File: src/rtl/deck_dealer.sv
// deck_dealer: 52-card deck dealer with background staging of the next card.
// Serves getCard rising edges with 1-cycle latency and deals each card once.
//
// Ports:
//   clk        in   system clock
//   reset      in   asynchronous, active-high reset
//   shuffle    in   level; refills the deck, discards requests while high
//   getCard    in   card request, rising edge = one request
//   cardOut    out  [5:4] suit 0..3, [3:0] rank 1..13, 0 = no card
//   cardValid  out  one-cycle pulse on each new card
//   emptyErr   out  one-cycle pulse: request while the deck is empty
//   ready      out  a staged card is available
//   cardsLeft  out  undealt cards remaining, 0..52
//   deckEmpty  out  high when cardsLeft == 0
//
// Build option: define DECK_FIXED_ORDER_EN to always start the search at
// index 0, so cards come out in index order 0..51 (LFSR kept but unused).
module deck_dealer #(
    parameter logic [7:0] LFSR_SEED = 8'hA5
) (
    input  logic       clk,
    input  logic       reset,
    input  logic       shuffle,
    input  logic       getCard,
    output logic [5:0] cardOut,
    output logic       cardValid,
    output logic       emptyErr,
    output logic       ready,
    output logic [5:0] cardsLeft,
    output logic       deckEmpty
);

    typedef enum logic [1:0] {
        SEEK  = 2'd0,
        READY = 2'd1,
        EMPTY = 2'd2
    } state_t;

`ifdef DECK_FIXED_ORDER_EN
    localparam logic [5:0] SEED_START = 6'd0;
`else
    localparam logic [5:0] SEED_START =
        (LFSR_SEED[5:0] >= 6'd52) ? LFSR_SEED[5:0] - 6'd52 : LFSR_SEED[5:0];
`endif

    state_t      state;
    logic [7:0]  lfsr;
    logic [51:0] bitmap;
    logic [5:0]  ptr;
    logic [5:0]  staged;
    logic        pending;
    logic        getCard_d;
    logic        req;
    logic        fb;
    logic [5:0]  start;

    // x^8 + x^6 + x^5 + x^4 + 1, maximal length, never reaches zero
    assign fb  = lfsr[7] ^ lfsr[5] ^ lfsr[4] ^ lfsr[3];
    assign req = getCard & ~getCard_d;

`ifdef DECK_FIXED_ORDER_EN
    assign start = 6'd0;
`else
    // fold the 6-bit LFSR slice into 0..51
    assign start = (lfsr[5:0] >= 6'd52) ? lfsr[5:0] - 6'd52 : lfsr[5:0];
`endif

    function automatic logic [5:0] encode(input logic [5:0] idx);
        logic [1:0] s;
        logic [5:0] r;
        if (idx < 6'd13) begin
            s = 2'd0;
            r = idx;
        end else if (idx < 6'd26) begin
            s = 2'd1;
            r = idx - 6'd13;
        end else if (idx < 6'd39) begin
            s = 2'd2;
            r = idx - 6'd26;
        end else begin
            s = 2'd3;
            r = idx - 6'd39;
        end
        encode = {s, 4'(r + 6'd1)};
    endfunction

    always_ff @(posedge clk or posedge reset) begin
        if (reset) begin
            state     <= SEEK;
            lfsr      <= LFSR_SEED;
            bitmap    <= '0;
            ptr       <= SEED_START;
            staged    <= 6'd0;
            pending   <= 1'b0;
            getCard_d <= 1'b0;
            cardOut   <= 6'd0;
            cardValid <= 1'b0;
            emptyErr  <= 1'b0;
            ready     <= 1'b0;
            cardsLeft <= 6'd52;
            deckEmpty <= 1'b0;
        end else begin
            lfsr      <= {lfsr[6:0], fb};
            getCard_d <= getCard;
            cardValid <= 1'b0;
            emptyErr  <= 1'b0;
            if (shuffle) begin
                // refill; any request seen now is dropped
                bitmap    <= '0;
                pending   <= 1'b0;
                cardsLeft <= 6'd52;
                deckEmpty <= 1'b0;
                ready     <= 1'b0;
                state     <= SEEK;
                ptr       <= start;
            end else begin
                unique case (state)
                    SEEK: begin
                        if (req)
                            pending <= 1'b1;
                        if (!bitmap[ptr]) begin
                            staged <= ptr;
                            ready  <= 1'b1;
                            state  <= READY;
                        end else begin
                            ptr <= (ptr == 6'd51) ? 6'd0 : ptr + 6'd1;
                        end
                    end
                    READY: begin
                        if (req || pending) begin
                            cardOut        <= encode(staged);
                            cardValid      <= 1'b1;
                            bitmap[staged] <= 1'b1;
                            cardsLeft      <= cardsLeft - 6'd1;
                            pending        <= 1'b0;
                            ready          <= 1'b0;
                            if (cardsLeft == 6'd1) begin
                                deckEmpty <= 1'b1;
                                state     <= EMPTY;
                            end else begin
                                ptr   <= start;
                                state <= SEEK;
                            end
                        end
                    end
                    EMPTY: begin
                        if (req) begin
                            emptyErr <= 1'b1;
                            cardOut  <= 6'd0;
                        end
                    end
                    default: state <= SEEK;
                endcase
            end
        end
    end

endmodule

File: config.mk
export PLATFORM = sky130hd
export DESIGN_NAME = deck_dealer
export DESIGN_NICKNAME = d
export VERILOG_FILES = /design/src/rtl/deck_dealer.sv
export SDC_FILE = /design/constraint.sdc
export NUM_CORES = 1
export LEC_CHECK = 0
export ABC_AREA = 1
export ABC_CLOCK_PERIOD_IN_PS = 2520
export CAP_MARGIN = 20
export CORE_ASPECT_RATIO = 1.2
export CORE_MARGIN = 3
export CORE_UTILIZATION = 43
export DETAILED_ROUTE_END_ITERATION = 10
export GPL_ROUTABILITY_DRIVEN = 1
export GPL_TIMING_DRIVEN = 1
export MAX_ROUTING_LAYER = met4
export PLACE_DENSITY = 0.65
export SYNTH_ARGS = -nofsm -noshare
export SYNTH_HDL_FRONTEND = slang
export SYNTH_SLANG_ARGS = --single-unit
export TNS_END_PERCENT = 1
File: constraint.sdc
create_clock -name clk -period 2.52 [get_ports clk]
set_input_delay 0.252 -clock clk [delete_from_list [all_inputs] [get_ports clk]]
set_output_delay 0.252 -clock clk [all_outputs]
set_load 0.005 [all_outputs]
# Word level (Yosys, flattened, before mapping)
# Cells that the tools add are included.
# totals
reg_bits	92
in_bits	4
wordCells	114
# classes
n_mux	51
bitwise	8
n_lt_le_gt_ge	7
n_reduce_logical	16
eq_ne	12
addsub	7
# op_table
operator	n
52-bit two-way mux	3
6-bit two-way mux	11
52-bit bitwise OR	1
4-bit two-way mux	6
6-bit one-hot mux with 2 select lines	2
1-bit two-way mux	18
3-bit inequality test (second input constant)	5
3-bit AND reduction	5
6-bit by 7-bit less-than comparator with 1-bit output (second input constant)	2
2-bit two-way mux	6
4-bit AND reduction	2
2-bit nonzero test	4
4-bit subtractor (second input constant)	2
6-bit by 1-bit adder with 6-bit output (second input constant)	1
1-bit binary-select mux with 6-bit select	1
1-bit demux with 6-bit select	1
6-bit by 1-bit equality test with 1-bit output (second input constant)	1
6-bit equality test (second input constant)	1
6-bit by 1-bit greater-or-equal comparator with 1-bit output (second input constant)	1
6-bit greater-or-equal comparator (second input constant)	1
6-bit by 4-bit less-than comparator with 1-bit output (second input constant)	1
6-bit by 5-bit less-than comparator with 1-bit output (second input constant)	1
6-bit less-than comparator (second input constant)	1
2-bit inequality test (second input constant)	3
other kinds (16)	21

# Logic depth before layout (Yosys ltp)
# depth
ltp_word	10
depth_mapped	16
mapped_depth_nobuf	16

# Least setup slack after synthesis
# No wires, ideal clock.
# synth_timing
path_kind	flip-flop to flip-flop
startpoint	register staged[0]
endpoint	register cardOut[2]
required_ns	2.403
arrival_time_ns	2.191
n_path_buf	1
path_slack_ns	0.212
setup_ns	0.117
stages_incl_launch_ff	14
path_cell_list	dfrtp_1 > clkbuf_1 > inv_1 > ha_1 > inv_1 > nand2_1 > a31oi_4 > o21ai_1 > nor2_1 > nor2_2 > ha_1 > or2_1 > nand3_1 > nand2_1
# synth_via
elab_chain_len	10
word_cells_on_any_way	15
cone_classes	add/sub (4); order compare (3); mux (8)
# synth_rtl
element	line_no	source
start: declaration	50	logic [5:0] staged;
start signal: assignment	122	staged <= ptr;
6-bit less-than comparator (tied with other cells)	77	end else if (idx < 6'd39) begin
4-bit two-way mux	77	
4-bit two-way mux	74	end else if (idx < 6'd26) begin
4-bit two-way mux *	71	if (idx < 6'd13) begin
4-bit two-way mux *	130	if (req || pending) begin
4-bit two-way mux *	117	unique case (state)
4-bit two-way mux *	107	if (shuffle) begin
4-bit by 1-bit adder with 4-bit output *	84	encode = {s, 4'(r + 6'd1)};
6-bit two-way mux *	130	
6-bit one-hot mux with 2 select lines *	117	
end signal: assignment	131	cardOut <= encode(staged);
end: declaration	25	output logic [5:0] cardOut,
# Every way passes the cells marked *; elsewhere a longest branch is shown, timed or not. The select of a mux whose other input is x is not followed.
# A chain may end at the register's enable or synchronous reset.

# Final worst setup path
# layout_timing
startpoint	register staged[1]
endpoint	register cardOut[2]
# Same word-level chain as after synthesis.

==> metrics <==
cells after synthesis 608; max-cap violations 0; layout cells sized above 1 10.90%; Hold Path Class in -> reg; worst vdd ir 658.8 uV; Final setup violation count 0; Crit Reg-Reg Startpoint staged[1]; Yosys top cell area share 41.98%; Die H 122.8 um; Buffers on Ports 19; grt ovf 0; WHS 0.2413 ns; max frequency 443.8 MHz; leakage 0.002606 uW; commonest register cell after synthesis dfrtp_1; Mapped Area 4888 um2; number of diodes 0; number of global-route vias before repair 4,142; DR pass1 iterations 6; Syn Nets 629; number of I/O pins 20; Worst Path Max Fanout 8; Netlist cell types 42; GP Congestion 0.8990; clock sink count 92; Final Cycle Share 89.41%; Worst Skew 0.006010 ns; power per cell area 983.4 nW/um2; CTS HTree Levels 3; Initial Util 44.09%; CP max stage delay 0.48 ns; Worst Reg2Reg Path Length in Cells 12; Least-Margin Pin Slew 0.6623 ns; fillers 1,098; r2r setup slk 0.27 ns; Min Clock Period, post-route 2.253 ns; CTS tree built; Crit Path Class reg -> reg; synth warn 0; Post-synth EDFFs 0; Core ar. 11,090 um2; Crit-path slowest cell dfrtp_1; Hold Crit Depth 2; synthesis-stage register bit count 92; CP startpoint kind flop; Clock Latency Late Sink 0.34 ns; share of async-settable or async-resettable flops after synthesis 100.0%; initial DRC count 227; NumNets Final 658; Routed WL 11,700 um; antenna-violating nets left 0; post-synth top area cell dfrtp_1; CTS hold repair buffers 0; placed wire-length estimate 8264 um; CTS max path bufs 2; largest net degree at the start of global routing 55; DRC 0; Worst R2R End cardOut[2]; Hold Crit Start shuffle; global-route wire length before repair 20,070 um; Die ar. 12,690 um2; status complete, no violations; vias per inst 5.219; antenna violations before repair 0; drt wl/cell 14.70 um; post-synthesis sequential area ratio 47.35%; setup bufs post-CTS 0; Area contributors post-synth dfrtp_1, nand2_1, a21oi_1; final hold vios 0; setup_tns 0 ns; Req. time, crit path 2.75 ns; Area growth syn-to-layout 14.54%; Critical Path End Type flop; RSZ-0062 raised after global routing no; GR Util All Layers 20.98%; post-CTS resize count 0; CTS Buf Count 9; Worst-path clk slew 0.06 ns; Slew Viols, Final 0; WHS Endpoint cardValid; Rows 42; Die Width 103.3 um; critical path arrival 2.48 ns; Slew HR 55.68%; DR vias 4,154; Clk Tree Root Cell clkbuf_16; crit path cell chain inv_1 -> ha_1 -> inv_1 -> nand2_1 -> a31oi_4 -> o21ai_1 -> nor2_1 -> nor2_2 -> ha_1 -> or2_1 -> nand3_1 -> nand2_1; Post-Syn Area per Cell 8.040 um2
==> area by class of cell <==
class | instances | area (um2) | share of cell area (%)
Multi-Input combinational cell | 421 | 2178 | 38.91
Sequential cell | 92 | 2315 | 41.34
Tap cell | 154 | 192.7 | 3.441
Timing Repair Buffer | 38 | 340.3 | 6.078
Clock buffer | 11 | 232.7 | 4.156
Clock inverter | 5 | 52.55 | 0.9385
Inverter | 75 | 287.8 | 5.140
==> registers in the layout, indices dropped and copies added, names as in the netlist, 2 cells and up <==
signal     cells
bitmap        52
cardOut        6
cardsLeft      6
lfsr           8
ptr            6
staged         6
state          2
==> stage by stage <==
step                power [uW]  util (%)  std cells  cell area, um2  setup WS [ns]
floorplan                 3487         -        608            4892         0.2121
global placement          4170     47.92        780            5314         0.3859
detailed placement        4209     47.92        780            5314         0.2783
CTS                       5539     50.50        796            5599         0.2685
global route              5929     50.50        796            5599        0.05546
finish                    5506     50.50        796            5599         0.2669
==> placed cells by master, fill, tap and decap left out, types with 6 or more instances in the layout <==
master	n
nand4_1	6
nand2_1	140
clkdlybuf4s50_1	18
inv_1	66
o21ai_1	17
xor2_1	7
nand3_1	48
dfstp_2	10
a31oi_1	7
buf_4	18
inv_2	7
clkbuf_16	9
o21ai_0	12
ha_1	17
nor3_1	8
o211ai_1	6
a21oi_1	59
nor2_1	60
dfrtp_1	82
==> power by group <==
group          leakage [uW]  internal [uW]  switching [uW]
Clock              0.000139            764             540
Sequential          0.00123           1680             226
Combinational       0.00124            830            1460
==> cells in the mapped netlist (3+ instances only) <==
cell,n
nand2_1,140
dfrtp_1,82
inv_1,67
nor2_1,60
a21oi_1,59
nand3_1,48
ha_1,17
o21ai_1,17
o21ai_0,12
dfstp_2,10
clkbuf_1,8
nor3_1,8
a31oi_1,7
inv_2,7
xor2_1,7
nand4_1,6
o211ai_1,6
buf_2,5
buf_6,3
nor2_2,3
o22ai_1,3
or2_2,3
==> worst max path at each step <==
| stage | start | endpoint | slack [ns] | cells after the start |
|---|---|---|---|---|
| detailed placement | staged[1] | cardOut[2] | 0.28 | 12 |
| global route | staged[1] | cardOut[2] | 0.06 | 12 |
| CTS | staged[1] | cardOut[2] | 0.27 | 12 |
| floorplan | staged[0] | cardOut[2] | 0.21 | 13 |
| global placement | staged[1] | cardOut[2] | 0.39 | 12 |
| finish | staged[1] | cardOut[2] | 0.27 | 12 |
==> routing by layer <==
metal  wire length, um  up-vias  GRT usage [%]
met1              5160     1986          26.05
met3               438       26          3.411
met4               334        0          9.636
li1                  -     2028              -
met2              5766      114          33.47
met5                 0        -              -
==> kinds of logic (layout without fill, tap and decap cells) <==
logic type | Yosys count | count (layout) | share of synthesized area [%]
flip-flops | 92 | 92 | 47.35
AND/OR/NAND/NOR | 280 | 280 | 25.06
XOR/XNOR | 10 | 10 | 1.945
AO/OA/AOI/OAI | 114 | 114 | 13.21
buffers and inverters | 95 | 129 | 8.088
adder cells (fa/ha/maj) | 17 | 17 | 4.351
==> worst max-delay path, delay by kind of cell (launching register included) <==
| family | cells | cell delay [ns] |
|---|---|---|
| fa+ha+maj | 2 | 0.41 |
| buf+inv | 2 | 0.21 |
| flops | 1 | 0.48 |
| compound gates | 2 | 0.42 |
| simple gates | 6 | 0.61 |
(Power assumes the default switching activity.)
